==> src/rtl/multicycle_ctrl_fsm_pkg.sv <==
// rtl/multicycle_ctrl_fsm_pkg.sv - states, instruction classes, opcode and ALU-op constants
// Shared by the sequencer, its opcode classifier and the memory-port interface users.
package multicycle_ctrl_fsm_pkg;

  typedef enum logic [2:0] {
    S_RST    = 3'd0,
    S_FETCH  = 3'd1,
    S_DECODE = 3'd2,
    S_EXEC   = 3'd3,
    S_MEM    = 3'd4,
    S_WB     = 3'd5,
    S_HALT   = 3'd6
  } state_e;

  typedef enum logic [2:0] {
    CLS_NONE = 3'd0,
    CLS_R    = 3'd1,
    CLS_I    = 3'd2,
    CLS_L    = 3'd3,
    CLS_S    = 3'd4,
    CLS_B    = 3'd5
  } cls_e;

  localparam logic [6:0] OPC_R = 7'b0110011;
  localparam logic [6:0] OPC_I = 7'b0010011;
  localparam logic [6:0] OPC_L = 7'b0000011;
  localparam logic [6:0] OPC_S = 7'b0100011;
  localparam logic [6:0] OPC_B = 7'b1100011;

  localparam logic [1:0] ALU_OP_ADD   = 2'b00;
  localparam logic [1:0] ALU_OP_SUB   = 2'b01;
  localparam logic [1:0] ALU_OP_FUNCT = 2'b10;

endpackage

==> src/rtl/multicycle_ctrl_fsm_if.sv <==
// rtl/multicycle_ctrl_fsm_if.sv - shared instruction/data memory port, req/ack handshake
// The sequencer is the master; the memory holds mem_ack for the completing cycle only.
interface multicycle_ctrl_fsm_if;
  logic mem_req;
  logic mem_we;
  logic mem_sel;
  logic mem_ack;

  modport master (output mem_req, output mem_we, output mem_sel, input mem_ack);
  modport slave  (input mem_req, input mem_we, input mem_sel, output mem_ack);
endinterface

==> src/rtl/ctrl_opcode_classify.sv <==
// rtl/ctrl_opcode_classify.sv - combinational RV32I opcode to instruction class decode
// Anything outside the five supported major opcodes maps to CLS_NONE (illegal).
module ctrl_opcode_classify
  import multicycle_ctrl_fsm_pkg::*;
(
  input  logic [6:0] opcode,
  output cls_e       cls
);

  always_comb begin
    cls = CLS_NONE;
    case (opcode)
      OPC_R:   cls = CLS_R;
      OPC_I:   cls = CLS_I;
      OPC_L:   cls = CLS_L;
      OPC_S:   cls = CLS_S;
      OPC_B:   cls = CLS_B;
      default: cls = CLS_NONE;
    endcase
  end

endmodule

==> src/rtl/multicycle_ctrl_fsm.sv <==
// rtl/multicycle_ctrl_fsm.sv - FETCH/DECODE/EXEC/MEM/WB sequencer for a multi-cycle RV32I datapath
// Optional retired-instruction counter enabled by CTRL_PERF_CNT_EN.
module multicycle_ctrl_fsm
  import multicycle_ctrl_fsm_pkg::*;
#(
  parameter int MEM_TIMEOUT = 255,
  parameter int TO_W        = 8,
  parameter int CNT_W       = 32
) (
  input  logic                    clk,
  input  logic                    rst_n,
  input  logic [6:0]              opcode,
  input  logic                    alu_zero,
  multicycle_ctrl_fsm_if.master   mem,
  output logic                    ir_we,
  output logic                    mdr_we,
  output logic                    pc_we,
  output logic                    pc_src,
  output logic                    alu_src,
  output logic [1:0]              alu_op,
  output logic                    reg_we,
  output logic                    mem_to_reg,
  output logic                    halted,
  output logic                    bus_err
`ifdef CTRL_PERF_CNT_EN
  ,
  output logic [CNT_W-1:0]        instret
`endif
);

  localparam logic [TO_W-1:0] TO_LAST = TO_W'(MEM_TIMEOUT - 1);

  state_e          r_state;
  state_e          w_next;
  cls_e            r_cls;
  cls_e            w_cls;
  logic [TO_W-1:0] r_to_cnt;
  logic            r_halted;
  logic            r_bus_err;
  logic            w_to_last;
  logic            w_timeout;
  logic            w_retire;

  ctrl_opcode_classify u_classify (
    .opcode (opcode),
    .cls    (w_cls)
  );

  // The cycle that would be the MEM_TIMEOUT-th unacknowledged request cycle.
  assign w_to_last = (MEM_TIMEOUT != 0) && (r_to_cnt == TO_LAST);

  always_ff @(posedge clk or negedge rst_n) begin
    if (!rst_n) begin
      r_state <= S_RST;
    end else begin
      r_state <= w_next;
    end
  end

  always_comb begin
    w_next      = r_state;
    w_timeout   = 1'b0;
    w_retire    = 1'b0;
    mem.mem_req = 1'b0;
    mem.mem_we  = 1'b0;
    mem.mem_sel = 1'b0;
    ir_we       = 1'b0;
    mdr_we      = 1'b0;
    pc_we       = 1'b0;
    pc_src      = 1'b0;
    alu_src     = 1'b0;
    alu_op      = ALU_OP_ADD;
    reg_we      = 1'b0;
    mem_to_reg  = 1'b0;
    case (r_state)
      S_RST: w_next = S_FETCH;
      S_FETCH: begin
        mem.mem_req = 1'b1;
        if (mem.mem_ack) begin
          ir_we  = 1'b1;
          pc_we  = 1'b1;
          w_next = S_DECODE;
        end else if (w_to_last) begin
          w_timeout = 1'b1;
          w_next    = S_HALT;
        end
      end
      S_DECODE: w_next = (w_cls == CLS_NONE) ? S_HALT : S_EXEC;
      S_EXEC: begin
        alu_src = (r_cls == CLS_I) || (r_cls == CLS_L) || (r_cls == CLS_S);
        case (r_cls)
          CLS_R, CLS_I: begin
            alu_op = ALU_OP_FUNCT;
            w_next = S_WB;
          end
          CLS_L, CLS_S: w_next = S_MEM;
          CLS_B: begin
            alu_op   = ALU_OP_SUB;
            pc_src   = 1'b1;
            pc_we    = alu_zero;
            w_retire = 1'b1;
            w_next   = S_FETCH;
          end
          default: w_next = S_HALT;
        endcase
      end
      S_MEM: begin
        mem.mem_req = 1'b1;
        mem.mem_sel = 1'b1;
        mem.mem_we  = (r_cls == CLS_S);
        if (mem.mem_ack) begin
          if (r_cls == CLS_S) begin
            w_retire = 1'b1;
            w_next   = S_FETCH;
          end else begin
            mdr_we = 1'b1;
            w_next = S_WB;
          end
        end else if (w_to_last) begin
          w_timeout = 1'b1;
          w_next    = S_HALT;
        end
      end
      S_WB: begin
        reg_we     = 1'b1;
        mem_to_reg = (r_cls == CLS_L);
        w_retire   = 1'b1;
        w_next     = S_FETCH;
      end
      S_HALT: w_next = S_HALT;
      default: w_next = S_RST;
    endcase
  end

  // Class is captured once per instruction; the timeout count restarts on every state change.
  always_ff @(posedge clk or negedge rst_n) begin
    if (!rst_n) begin
      r_cls     <= CLS_NONE;
      r_to_cnt  <= '0;
      r_halted  <= 1'b0;
      r_bus_err <= 1'b0;
    end else begin
      if (r_state == S_DECODE) begin
        r_cls <= w_cls;
      end
      if (w_next != r_state) begin
        r_to_cnt <= '0;
      end else if (mem.mem_req && !mem.mem_ack) begin
        r_to_cnt <= r_to_cnt + TO_W'(1);
      end
      if ((w_next == S_HALT) && (r_state != S_HALT)) begin
        r_halted <= 1'b1;
      end
      if (w_timeout) begin
        r_bus_err <= 1'b1;
      end
    end
  end

  assign halted  = r_halted;
  assign bus_err = r_bus_err;

`ifdef CTRL_PERF_CNT_EN
  logic [CNT_W-1:0] r_instret;

  always_ff @(posedge clk or negedge rst_n) begin
    if (!rst_n) begin
      r_instret <= '0;
    end else if (w_retire) begin
      r_instret <= r_instret + CNT_W'(1);
    end
  end

  assign instret = r_instret;
`else
  logic [CNT_W:0] w_unused_perf;
  assign w_unused_perf = {w_retire, {CNT_W{1'b0}}};
`endif

endmodule

==> src/flat_wrapper.sv <==
// flat-port wrapper written by rule: the top's interface ports become plain ports
module multicycle_ctrl_fsm_flat import multicycle_ctrl_fsm_pkg::*;
#(
  parameter int MEM_TIMEOUT = 255,
  parameter int TO_W        = 8,
  parameter int CNT_W       = 32
)
  (clk, rst_n, opcode, alu_zero, ir_we, mdr_we, pc_we, pc_src, alu_src, alu_op, reg_we, mem_to_reg, halted, bus_err, mem_mem_req, mem_mem_we, mem_mem_sel, mem_mem_ack);
  multicycle_ctrl_fsm_if mem_i ();
  input  logic clk;
  input  logic rst_n;
  input  logic [6:0] opcode;
  input  logic alu_zero;
  output logic ir_we;
  output logic mdr_we;
  output logic pc_we;
  output logic pc_src;
  output logic alu_src;
  output logic [1:0] alu_op;
  output logic reg_we;
  output logic mem_to_reg;
  output logic halted;
  output logic bus_err;
  output wire logic [$bits(mem_i.mem_req)-1:0] mem_mem_req;
  output wire logic [$bits(mem_i.mem_we)-1:0] mem_mem_we;
  output wire logic [$bits(mem_i.mem_sel)-1:0] mem_mem_sel;
  input wire logic [$bits(mem_i.mem_ack)-1:0] mem_mem_ack;
  assign mem_mem_req = mem_i.mem_req;
  assign mem_mem_we = mem_i.mem_we;
  assign mem_mem_sel = mem_i.mem_sel;
  assign mem_i.mem_ack = mem_mem_ack;
  multicycle_ctrl_fsm #(.MEM_TIMEOUT(MEM_TIMEOUT), .TO_W(TO_W), .CNT_W(CNT_W)) u_core (.clk(clk), .rst_n(rst_n), .opcode(opcode), .alu_zero(alu_zero), .mem(mem_i), .ir_we(ir_we), .mdr_we(mdr_we), .pc_we(pc_we), .pc_src(pc_src), .alu_src(alu_src), .alu_op(alu_op), .reg_we(reg_we), .mem_to_reg(mem_to_reg), .halted(halted), .bus_err(bus_err));
endmodule
==> config.mk <==
export PLATFORM = sky130hd
export DESIGN_NAME = multicycle_ctrl_fsm_flat
export DESIGN_NICKNAME = d
export VERILOG_FILES = /design/src/rtl/multicycle_ctrl_fsm_pkg.sv /design/src/rtl/multicycle_ctrl_fsm_if.sv /design/src/rtl/ctrl_opcode_classify.sv /design/src/rtl/multicycle_ctrl_fsm.sv /design/src/flat_wrapper.sv
export SDC_FILE = /design/constraint.sdc
export NUM_CORES = 1
export LEC_CHECK = 0
export ABC_AREA = 1
export CAP_MARGIN = 20
export CORE_UTILIZATION = 45
export DETAILED_ROUTE_END_ITERATION = 10
export GPL_TIMING_DRIVEN = 0
export PLACE_DENSITY_LB_ADDON = 0.05
export SYNTH_ARGS = -nofsm -noshare
export SYNTH_HDL_FRONTEND = slang
export SYNTH_SLANG_ARGS = --single-unit
==> constraint.sdc <==
create_clock -name clk -period 1.8 [get_ports clk]
set_input_delay 0.27 -clock clk [delete_from_list [all_inputs] [get_ports clk]]
set_output_delay 0.27 -clock clk [all_outputs]
set_load 0.05 [all_outputs]
==> results by group, run 1 <==
Logic synthesis
  • Net count after synthesis: 179
  • Synth area leaders: sky130_fd_sc_hd__dfrtp_1 (35%), sky130_fd_sc_hd__nand2_1 (16%), sky130_fd_sc_hd__nor2_1 (9.0%)
  • Number of warnings issued by yosys: 0
  • Post-synthesis mux area share: 0
  • Flops & latches, synth: 16
  • Portion of synthesized cell area occupied by the leading cell type: 0.3548
  • Main combinational cell family by area after synthesis: simple AND/OR/NAND/NOR gates
  • Adder and majority gate portion of the synthesized area: 0.02217
  • Synth area leader: sky130_fd_sc_hd__dfrtp_1
  • Post-Syn Instances: 166
  • Count of cell types in the netlist: 23
  • Portion of the post-synthesis area used by sequential elements: 0.3548
  • Synthesized-area fraction occupied by ao, oa, aoi and oai cells: 0.04989
  • Avg Inst Size Synth: 6.799 µm²
  • Area share of and/or/nand/nor cells after synthesis: 0.4224
  • Xor/xnor cell area share of the yosys netlist: 0.05432
  • Cell area after technology mapping: 1129 µm²

CTS
  • Maximum number of buffers from clock root to sink: 2
  • Clock tree from TritonCTS: yes
  • H-tree depth reported by CTS: 1
  • Clock root buffer: sky130_fd_sc_hd__clkbuf_4
  • Number of clock sinks: 16
  • Clock Latency Late Sink: 290 ps
  • Clock buffer count from CTS: 3
  • Clock input transition at the sequential cells of the worst setup and hold paths: 100 ps

Critical path
  • Worst reg2reg setup slack: 140 ps
  • Critical path data required time: 1530 ps
  • Maximum fanout encountered on the critical timing path: 2
  • Reg2reg path depth: 12
  • Crit path buf inv count: 1
  • Critical path's largest stage delay: 800 ps
  • CP arrival: 1450 ps
  • Category of the worst setup path launch point: register
  • Crit Reg-Reg Startpoint: u_core.r_to_cnt[0]
  • End of the worst register-to-register path: u_core.r_to_cnt[7]
  • Worst setup path category: reg2out
  • Slowest stage cell on the critical path: sky130_fd_sc_hd__clkdlybuf4s50_1
  • Critical Path Sink Type: output port
  • Critical-path cell list: clkdlybuf4s50_1
  • Kind of cell with the highest combined delay on the critical path: buffers and inverters

Placement
  • DP Wirelength: 1.857 mm
  • Total of buffers placed on input and output ports: 24
  • Cell Count Post-Placement: 218
  • Pre-CTS setup slack: -330.6 ps
  • GPL Wtd Cong: 0.8888

Route
  • Average vias per placed instance: 4.960
  • Total wirelength of the detailed-routed design: 2.493 mm
  • DRC violation count after routing: 0
  • Number of nets with antenna violations after routing: 0
  • Vias: 1,106
  • Wirelength per Cell: 11.18 µm
  • Count of TritonRoute iterations in the first routing pass: 4
  • Iter 0 DRT Violations: 21

Layout
  • P&R area growth vs syn: 31.82%
  • Fill cell instance count of the final layout: 220
  • Ratio of cells with drive above 1 in the final layout: 0.2308
  • Final Non-Filler Cells: 223
  • Count of nets after finishing: 209
  • Number of diodes: 0

Timing
  • Pin slew with the least headroom to its limit: 692.2 ps
  • Aggregate negative setup slack: 0 ps
  • Final setup violating endpoints: 0
  • Fin Clk Skew: 8.688 ps
  • Normalized max-slew margin: 0.5371
  • Final hold violation count: 0
  • Slew Limit Fails: 0
  • Fmax: 581.0 MHz
  • Final critical-path required period: 1721 ps
  • Setup repair after global routing missed its margin: yes
  • Share of the clock period used by the worst path: 0.9563
  • Final setup slack of the worst path: 78.73 ps

Power and ir drop
  • Combinational power share: 0.063
  • Internal Dissipation: 0.5042 mW
  • Sequential share of power: 0.563
  • LEAKAGE: 0.7266 nW
  • Net Sw Frac: 0.2101
  • Areal power density over the cells: 429.1 nW/µm²
  • Clk pwr share: 0.374
  • Psw: 0.1341 mW
  • Total power of the final layout: 0.6383 mW
  • Worst ir drop on vdd: 0.5833 mV

Status
  • Status: finished, final reports clean

GRT
  • Wire length of the first global-routing pass: 4.298 mm
  • Pin count of the biggest net entering global routing: 17
  • Global-route congestion overflow total: 0
  • Combined global-route utilization of all metal layers: 0.2142
  • Number of global-route vias before repair: 1,010
  • Number of antenna violations at the first check in global routing: 0

Floorplan
  • Initial core utilization: 0.4913
  • Die footprint: 2712 µm²
  • Die X: 52.08 µm
  • Height of the die: 52.08 µm
  • Count of pins on the block boundary: 25
  • Core Region: 2297 µm²
  • Number of placement rows: 17

Worst hold path
  • Worst hold-check path type: in2async

Run
  • Number of max-cap violations: 0
through the flow:
stage / hold slack [ps] / utilization / area, µm²
finish: 387.2 / 0.6476 / 1488
CTS: 417.7 / 0.6166 / 1416
detailed placement: 476.4 / 0.6176 / 1419
global placement: 450.2 / 0.6176 / 1419
global route: 437.6 / 0.6476 / 1488
floorplan: -25.59 / - / 1144
how the worst max path moves through the flow:
stage / startpoint / end / slack (ps) / cells after the start
2_1_floorplan: u_core.r_state[2] / pc_we / -170 / 5
3_3_place_gp: mem_mem_ack / mdr_we / -330 / 4
3_5_place_dp: mem_mem_ack / mdr_we / -330 / 4
4_1_cts: u_core.r_state[2] / alu_op[1] / -8 / 5
5_1_grt: u_core.r_to_cnt[0] / u_core.r_to_cnt[4] / -20 / 12
6_report: u_core.halted / halted / 80 / 1
worst register-to-register path: stages, from the launching register on:
cell and delay [ps]:
sky130_fd_sc_hd__dfrtp_1 410, sky130_fd_sc_hd__inv_2 80, sky130_fd_sc_hd__ha_1 150, sky130_fd_sc_hd__inv_1 50, sky130_fd_sc_hd__nor2_1 120, sky130_fd_sc_hd__nand2_2 110, sky130_fd_sc_hd__nand3_2 90, sky130_fd_sc_hd__nand2_1 60
sky130_fd_sc_hd__nor2_2 130, sky130_fd_sc_hd__nand2_1 60, sky130_fd_sc_hd__nand2_1 100, sky130_fd_sc_hd__nand3_4 120, sky130_fd_sc_hd__nor2_1 120
synth_stat cells:
cell type and instances:
sky130_fd_sc_hd__a21oi_1 2, sky130_fd_sc_hd__buf_4 2, sky130_fd_sc_hd__buf_6 1, sky130_fd_sc_hd__dfrtp_1 16, sky130_fd_sc_hd__ha_1 2, sky130_fd_sc_hd__inv_1 21, sky130_fd_sc_hd__inv_2 1, sky130_fd_sc_hd__nand2_1 49
sky130_fd_sc_hd__nand2_2 3, sky130_fd_sc_hd__nand3_1 14, sky130_fd_sc_hd__nand3_2 2, sky130_fd_sc_hd__nand3_4 1, sky130_fd_sc_hd__nand4_1 5, sky130_fd_sc_hd__nor2_1 27, sky130_fd_sc_hd__nor2_2 2, sky130_fd_sc_hd__nor2_4 1
sky130_fd_sc_hd__nor3_1 2, sky130_fd_sc_hd__o21ai_0 5, sky130_fd_sc_hd__o21ai_1 1, sky130_fd_sc_hd__o21bai_1 1, sky130_fd_sc_hd__o32ai_1 1, sky130_fd_sc_hd__xnor2_1 1, sky130_fd_sc_hd__xor2_1 6
flip-flops by register name, summed over array words and instances (netlist names):
name / cells
u_core.r_state: 3
u_core.r_to_cnt: 8
u_core.bus_err: 1
u_core.r_cls: 3
u_core.halted: 1
placed cells by master (no fill, tap or decap), drive strengths merged:
cell,n
xnor2,1
o21bai,1
inv,22
xor2,6
o32ai,1
clkbuf,8
clkdlybuf4s50,12
nand4,5
dfrtp,16
buf,12
nor3,2
o21ai,6
nand2,52
nor2,30
a21oi,2
nand3,17
ha,2
cell type report:
class,instances,area (µm²),area share
multi-input cells,125,689.4,0.4634
flip-flops and latches,16,401.6,0.2700
repair buffers,25,216.5,0.1455
inverters,22,82.58,0.05551
clock buffers,4,36.28,0.02439
well taps,28,35.03,0.02355
plain buffers,3,26.28,0.01766
metal layers:
layer,vias up,global-route usage,routed length [µm]
li1,586,-,-
met1,492,0.2904,1217
met2,26,0.3440,1167
met3,2,0.05263,99
met4,0,0.04054,9
met5,-,0,0
power groups by stage:
stage               combinational (mW)  clock (mW)  sequential (mW)
floorplan                      0.00908           0            0.366
global placement                0.0396           0            0.366
detailed placement              0.0405           0            0.366
CTS                             0.0406       0.243            0.359
global route                    0.0459       0.263            0.359
finish                          0.0402       0.239            0.359
what timing repair did:
action | CTS | global route
pin swaps | 0 | 1
hold buffers | 0 | 0
buffers inserted | 0 | 1
resized for setup | 65 | 24
setup endpoints to repair | 12 | 20
kinds of logic (layout without fill, tap and decap cells):
| group | Yosys count | after routing |
|---|---|---|
| AO/OA/AOI/OAI | 10 | 10 |
| AND/OR/NAND/NOR | 106 | 106 |
| XOR/XNOR | 7 | 7 |
| flip-flops | 16 | 16 |
| adder cells (fa/ha/maj) | 2 | 2 |
| buffers and inverters | 25 | 54 |
No activity file was read; power rests on OpenSTA's default activity.
==> run 2: changes to the inputs <==
Clock period 1.8 ns to 2.05 ns, I/O delays scaled along.
==> results by group, run 2 (synthesis results as in run 1) <==
Status
  • Status: finished, final reports clean

GRT
  • Wire length of the first global-routing pass: 4.119 mm
  • Pin count of the biggest net entering global routing: 17
  • Global-route congestion overflow total: 0
  • Combined global-route utilization of all metal layers: 0.2077
  • Number of global-route vias before repair: 998
  • Number of antenna violations at the first check in global routing: 0

Floorplan
  • Die footprint: 2712 µm²
  • Number of placement rows: 17
  • Height of the die: 52.08 µm
  • Core Region: 2297 µm²
  • Count of pins on the block boundary: 25
  • Die X: 52.08 µm
  • Initial core utilization: 0.4913

Timing
  • Pin slew with the least headroom to its limit: 743.0 ps
  • Final critical-path required period: 1948 ps
  • Slew Limit Fails: 0
  • Setup repair after global routing missed its margin: no
  • Normalized max-slew margin: 0.5031
  • Fin Clk Skew: 0.9280 ps
  • Final setup violating endpoints: 0
  • Final hold violation count: 0
  • Share of the clock period used by the worst path: 0.9502
  • Fmax: 513.4 MHz

CTS
  • Buffer count from post-CTS setup fixing: 0
  • Clock input transition at the sequential cells of the worst setup and hold paths: 100 ps
  • Clock tree from TritonCTS: yes
  • Clock buffer count from CTS: 3
  • Clock root buffer: sky130_fd_sc_hd__clkbuf_4
  • H-tree depth reported by CTS: 1
  • Clock Latency Late Sink: 290 ps
  • Number of clock sinks: 16
  • Maximum number of buffers from clock root to sink: 2
  • Cts hold-fix bufs: 0

Critical path
  • Category of the worst setup path launch point: register
  • Launching instance or port of the critical path: u_core.r_state[2]
  • CP arrival: 1640 ps
  • Worst setup path category: reg2out
  • Critical Path Sink Type: output port
  • Critical path data required time: 1740 ps
  • Crit Reg-Reg Startpoint: u_core.r_to_cnt[0]
  • Maximum fanout encountered on the critical timing path: 6

Layout
  • Largest registers: u_core.r_to_cnt x8, u_core.r_cls x3, u_core.r_state x3
  • Number of diodes: 0
  • Post-route standard cell area excluding fillers: 1403 µm²
  • P&R area growth vs syn: 24.28%
  • Flip-flop count of the largest register after layout: 8
  • Ratio of cells with drive above 1 in the final layout: 0.1546
  • Most frequent cells in the layout: sky130_fd_sc_hd__nand2_1 (49), sky130_fd_sc_hd__nor2_1 (25), sky130_fd_sc_hd__inv_1 (21)
  • Count of nets after finishing: 208
  • Most flops, register: u_core.r_to_cnt
  • Leading cell type in the layout, fill and taps excluded: sky130_fd_sc_hd__nand2_1

Route
  • Average vias per placed instance: 4.932
  • Number of nets with antenna violations after routing: 0
  • Wirelength per Cell: 11.10 µm
  • Iter 0 DRT Violations: 13
  • DRC violation count after routing: 0
  • Total wirelength of the detailed-routed design: 2.465 mm
  • Count of TritonRoute iterations in the first routing pass: 4
  • Vias: 1,095

Power and ir drop
  • Worst ir drop on vdd: 0.3204 mV
  • Areal power density over the cells: 404.1 nW/µm²
  • LEAKAGE: 0.7192 nW
  • Total power of the final layout: 0.5668 mW

Run
  • Number of max-cap violations: 0

Placement
  • GPL Wtd Cong: 0.9200
  • Total of buffers placed on input and output ports: 24
  • Cell area reported after detailed placement: 1409 µm²
  • DP Wirelength: 1.914 mm

Worst hold path
  • Worst hold-check path type: in2async
[run 2: final cells by class]
type                    instances  area, µm²
plain buffers                   3      26.28
clock buffers                   4      36.28
fillers                       228      894.6
inverters                      22      82.58
multi-input cells             125      624.3
flip-flops and latches         16      400.4
well taps                      28      35.03
repair buffers                 24      197.7
[run 2: what timing repair did]
action	CTS	global route
gates resized for setup	30	18
pin swaps	0	0
setup endpoints to repair	12	10
[run 2: where the power goes]
part / total [mW] / internal (mW) / switching, mW
sequential: 0.315 / 0.315 / 0
combinational: 0.0353 / 0.0192 / 0.0161
clock: 0.216 / 0.108 / 0.108
total: 0.567 / 0.443 / 0.124
[run 2: worst paths after layout]
path                                           end  slack [ps]  cells after the start
worst max-delay path                         pc_we         100                      6
worst min-delay path            u_core.r_to_cnt[3]         440                      1
worst max register to register  u_core.r_to_cnt[1]         280                     12
worst min register to register       u_core.halted         480                      2
max in group asynchronous       u_core.r_to_cnt[0]        1140                      1
min in group clk                     u_core.halted         480                      2
[run 2: through the flow]
| stage | hold WS, ps | utilization | cells | setup slack [ps] | setup TNS [ps] |
|---|---|---|---|---|---|
| floorplan | 11.91 | - | 166 | 4.185 | 0 |
| global placement | 447.8 | 0.6133 | 218 | -148.2 | -452.8 |
| detailed placement | 462.7 | 0.6133 | 218 | -126.2 | -435.8 |
| CTS | 458.0 | 0.6318 | 222 | 8.078 | 0 |
| global route | 490.1 | 0.6106 | 222 | 16.05 | 0 |
| finish | 444.2 | 0.6106 | 222 | 102.0 | 0 |
[run 2: critical path, cell delays in order (launching register included)]
cell	delay, ps
sky130_fd_sc_hd__dfrtp_1	400
sky130_fd_sc_hd__inv_1	170
sky130_fd_sc_hd__nand3_1	150
sky130_fd_sc_hd__nor2_2	220
sky130_fd_sc_hd__nand2_1	70
sky130_fd_sc_hd__o21ai_1	70
sky130_fd_sc_hd__buf_2	270
[run 2: routing by layer]
layer | track usage | share of wire
met1 | 0.2509 | 0.48
met2 | 0.3590 | 0.46
met3 | 0.02632 | 0.039
met4 | 0.09910 | 0.017
met5 | 0 | 0
==> run 3: changes to the inputs <==
Settings changed: SYNTH_HIERARCHICAL set to 1.
==> results by group, run 3 <==
Logic synthesis
  • Net count after synthesis: 178
  • Synthesized-area fraction occupied by ao, oa, aoi and oai cells: 0.05114
  • Post-Syn Instances: 165
  • Post-synthesis mux area share: 0
  • Async set-reset flop share out of synthesis: 1.000
  • Area share of and/or/nand/nor cells after synthesis: 0.4222
  • Synth area leaders: sky130_fd_sc_hd__dfrtp_1 (35%), sky130_fd_sc_hd__nand2_1 (14%), sky130_fd_sc_hd__nor2_1 (8.5%)
  • Adder and majority gate portion of the synthesized area: 0.02176
  • Avg Inst Size Synth: 6.969 µm²
  • Number of warnings issued by yosys: 6
  • Xor/xnor cell area share of the yosys netlist: 0.05332
  • Synth area leader: sky130_fd_sc_hd__dfrtp_1
  • Cell area after technology mapping: 1150 µm²
  • Main combinational cell family by area after synthesis: simple AND/OR/NAND/NOR gates
  • Most numerous cell types in the synthesized netlist: sky130_fd_sc_hd__nand2_1 (44), sky130_fd_sc_hd__nor2_1 (26), sky130_fd_sc_hd__inv_1 (19), sky130_fd_sc_hd__dfrtp_1 (16), sky130_fd_sc_hd__nand3_1 (14)
  • Most frequently used cell type in the post-synthesis netlist: sky130_fd_sc_hd__nand2_1
  • Portion of synthesized cell area occupied by the leading cell type: 0.3482
  • Portion of the post-synthesis area used by sequential elements: 0.3482
  • Leading register cell type out of synthesis: sky130_fd_sc_hd__dfrtp_1
  • Flops & latches, synth: 16
  • Number of flops mapped to enable cells by yosys: 0
  • Count of cell types in the netlist: 26

Critical path
  • Slowest stage cell on the critical path: sky130_fd_sc_hd__clkdlybuf4s15_1
  • Critical path data required time: 1740 ps
  • End of the worst register-to-register path: u_core/r_to_cnt[0]
  • Critical path's largest stage delay: 510 ps
  • Crit path buf inv count: 2
  • Category of the worst setup path launch point: register
  • Maximum fanout encountered on the critical timing path: 8
  • Worst reg2reg setup slack: 400 ps
  • Reg2reg path depth: 12
  • CP arrival: 1630 ps
  • Critical-path cell list: inv_2, nand2_1, nor2_2, clkdlybuf4s15_1
  • Kind of cell with the highest combined delay on the critical path: buffers and inverters
  • Worst setup path category: reg2out
  • Critical Path Sink Type: output port
  • Crit Reg-Reg Startpoint: u_core/r_state[2]

Layout
  • Largest registers: u_core/r_to_cnt x8, u_core/r_cls x3, u_core/r_state x3
  • P&R area growth vs syn: 26.01%
  • Number of diodes: 0
  • Most flops, register: u_core/r_to_cnt
  • Utilization after layout: 0.6249
  • Count of nets after finishing: 207
  • Leading cell type in the layout, fill and taps excluded: sky130_fd_sc_hd__nand2_1
  • Most frequent cells in the layout: sky130_fd_sc_hd__nand2_1 (44), sky130_fd_sc_hd__nor2_1 (25), sky130_fd_sc_hd__inv_1 (19)
  • Ratio of cells with drive above 1 in the final layout: 0.1917
  • Flip-flop count of the largest register after layout: 8
  • Final Non-Filler Cells: 221

Route
  • Total wirelength of the detailed-routed design: 2.417 mm
  • Vias: 1,113
  • DRC violation count after routing: 0
  • Average vias per placed instance: 5.036
  • Number of nets with antenna violations after routing: 0
  • Iter 0 DRT Violations: 33
  • Wirelength per Cell: 10.94 µm
  • Count of TritonRoute iterations in the first routing pass: 4

CTS
  • H-tree depth reported by CTS: 1
  • Number of clock sinks: 16
  • Maximum number of buffers from clock root to sink: 2
  • Cts hold-fix bufs: 0
  • Clock input transition at the sequential cells of the worst setup and hold paths: 100 ps
  • Total of cells resized after clock tree synthesis: 26
  • Clock tree from TritonCTS: yes
  • Clock buffer count from CTS: 3
  • Buffer count from post-CTS setup fixing: 0
  • Clock Latency Late Sink: 280 ps
  • Clock root buffer: sky130_fd_sc_hd__clkbuf_4

Floorplan
  • Count of pins on the block boundary: 25
  • Die footprint: 2762 µm²
  • Height of the die: 52.55 µm
  • Initial core utilization: 0.4960
  • Number of placement rows: 17
  • Core Region: 2318 µm²
  • Die X: 52.55 µm

Timing
  • Pin slew with the least headroom to its limit: 683.3 ps
  • Worst Hold Slack: 433.4 ps
  • Share of the clock period used by the worst path: 0.9469
  • Fmax: 515.1 MHz
  • Slew Limit Fails: 0
  • Final setup violating endpoints: 0
  • Fin Clk Skew: 6.601 ps
  • Final setup slack of the worst path: 108.8 ps
  • Final critical-path required period: 1941 ps
  • Final hold violation count: 0
  • Setup repair after global routing missed its margin: no
  • Normalized max-slew margin: 0.5431

GRT
  • Global-route congestion overflow total: 0
  • Number of global-route vias before repair: 1,075
  • Pin count of the biggest net entering global routing: 17
  • Wire length of the first global-routing pass: 4.353 mm
  • Number of antenna violations at the first check in global routing: 0
  • Combined global-route utilization of all metal layers: 0.2114

Power and ir drop
  • Total power of the final layout: 1.684 mW
  • Areal power density over the cells: 1162 nW/µm²
  • Worst ir drop on vdd: 0.8648 mV
  • LEAKAGE: 0.7017 nW

Placement
  • DP Wirelength: 1.914 mm
  • GPL Wtd Cong: 0.8742
  • Cell Count Post-Placement: 217
  • Pre-CTS setup slack: -149.3 ps
  • Total of buffers placed on input and output ports: 24

Status
  • Status: finished, final reports clean

Worst hold path
  • Worst hold-check path type: in2async

Run
  • Number of max-cap violations: 0
run 3: changes by cell type after synthesis, moves of 2 or more:
cell,before,now
sky130_fd_sc_hd__a21oi_1,2,0
sky130_fd_sc_hd__inv_2,1,3
sky130_fd_sc_hd__nand2_1,49,44
sky130_fd_sc_hd__inv_1,21,19
run 3: power breakdown:
group | internal, mW | leakage, nW | total (mW) | switching (mW)
Combinational | 0.327 | 0.468 | 1.07 | 0.744
Sequential | 0.367 | 0.213 | 0.409 | 0.0429
Clock | 0.108 | 0.0210 | 0.203 | 0.0955
Total | 0.802 | 0.702 | 1.68 | 0.882
run 3: logic make-up (layout without fill, tap and decap cells):
logic type,after synthesis,count (layout)
and+or+nand+nor,104,104
buffers and inverters,26,54
DFF,16,16
AOI/OAI and AO/OA,10,10
xor gates and xnor gates,7,7
adders and majority gates,2,2
run 3: worst reg2reg max path, stage by stage (launching register included):
cell and delay (ps):
sky130_fd_sc_hd__dfrtp_1 380, sky130_fd_sc_hd__buf_6 140, sky130_fd_sc_hd__inv_4 90, sky130_fd_sc_hd__nand2_2 70
sky130_fd_sc_hd__nor2_2 130, sky130_fd_sc_hd__nand2_1 110, sky130_fd_sc_hd__nand2_4 120, sky130_fd_sc_hd__nand2_2 70
sky130_fd_sc_hd__nand3_2 80, sky130_fd_sc_hd__nand2_1 70, sky130_fd_sc_hd__nand2_2 70, sky130_fd_sc_hd__nand3_4 120
sky130_fd_sc_hd__nor2_1 130
run 3: how the worst max path moves through the flow:
| stage | start | to | slack, ps | cells after the start |
|---|---|---|---|---|
| global route | opcode[3] | u_core/r_to_cnt[2] | 2 | 12 |
| detailed placement | mem_mem_ack | pc_we | -150 | 4 |
| global placement | mem_mem_ack | pc_we | -130 | 4 |
| CTS | u_core/r_state[1] | pc_src | 4 | 6 |
| finish | u_core/r_state[0] | mem_mem_sel | 110 | 4 |
| floorplan | u_core/r_state[1] | mem_to_reg | -70 | 3 |
run 3: per-stage QoR:
stage	TNS, ps	instance area, µm²
floorplan	-72.39	1169
global placement	-496.2	1444
detailed placement	-1025	1444
CTS	0	1483
global route	0	1449
finish	0	1449
run 3: routing by layer:
metal  GRT usage  vias to the layer above  wire length (µm)
met3     0.01739                        4               107
met4     0.09211                        0                37
met1      0.2664                      501              1069
met5           0                        -                 0
met2      0.3650                       35              1203
li1            -                      573                 -
run 3: layout make-up:
| class | count | area (µm²) |
|---|---|---|
| fill | 208 | 869.6 |
| multi-input combinational | 123 | 649.4 |
| sequential | 16 | 400.4 |
| timing repair buffer | 24 | 209.0 |
| inverter | 23 | 88.84 |
| clock buffer | 4 | 36.28 |
| tap | 28 | 35.03 |
| buffer | 3 | 30.03 |
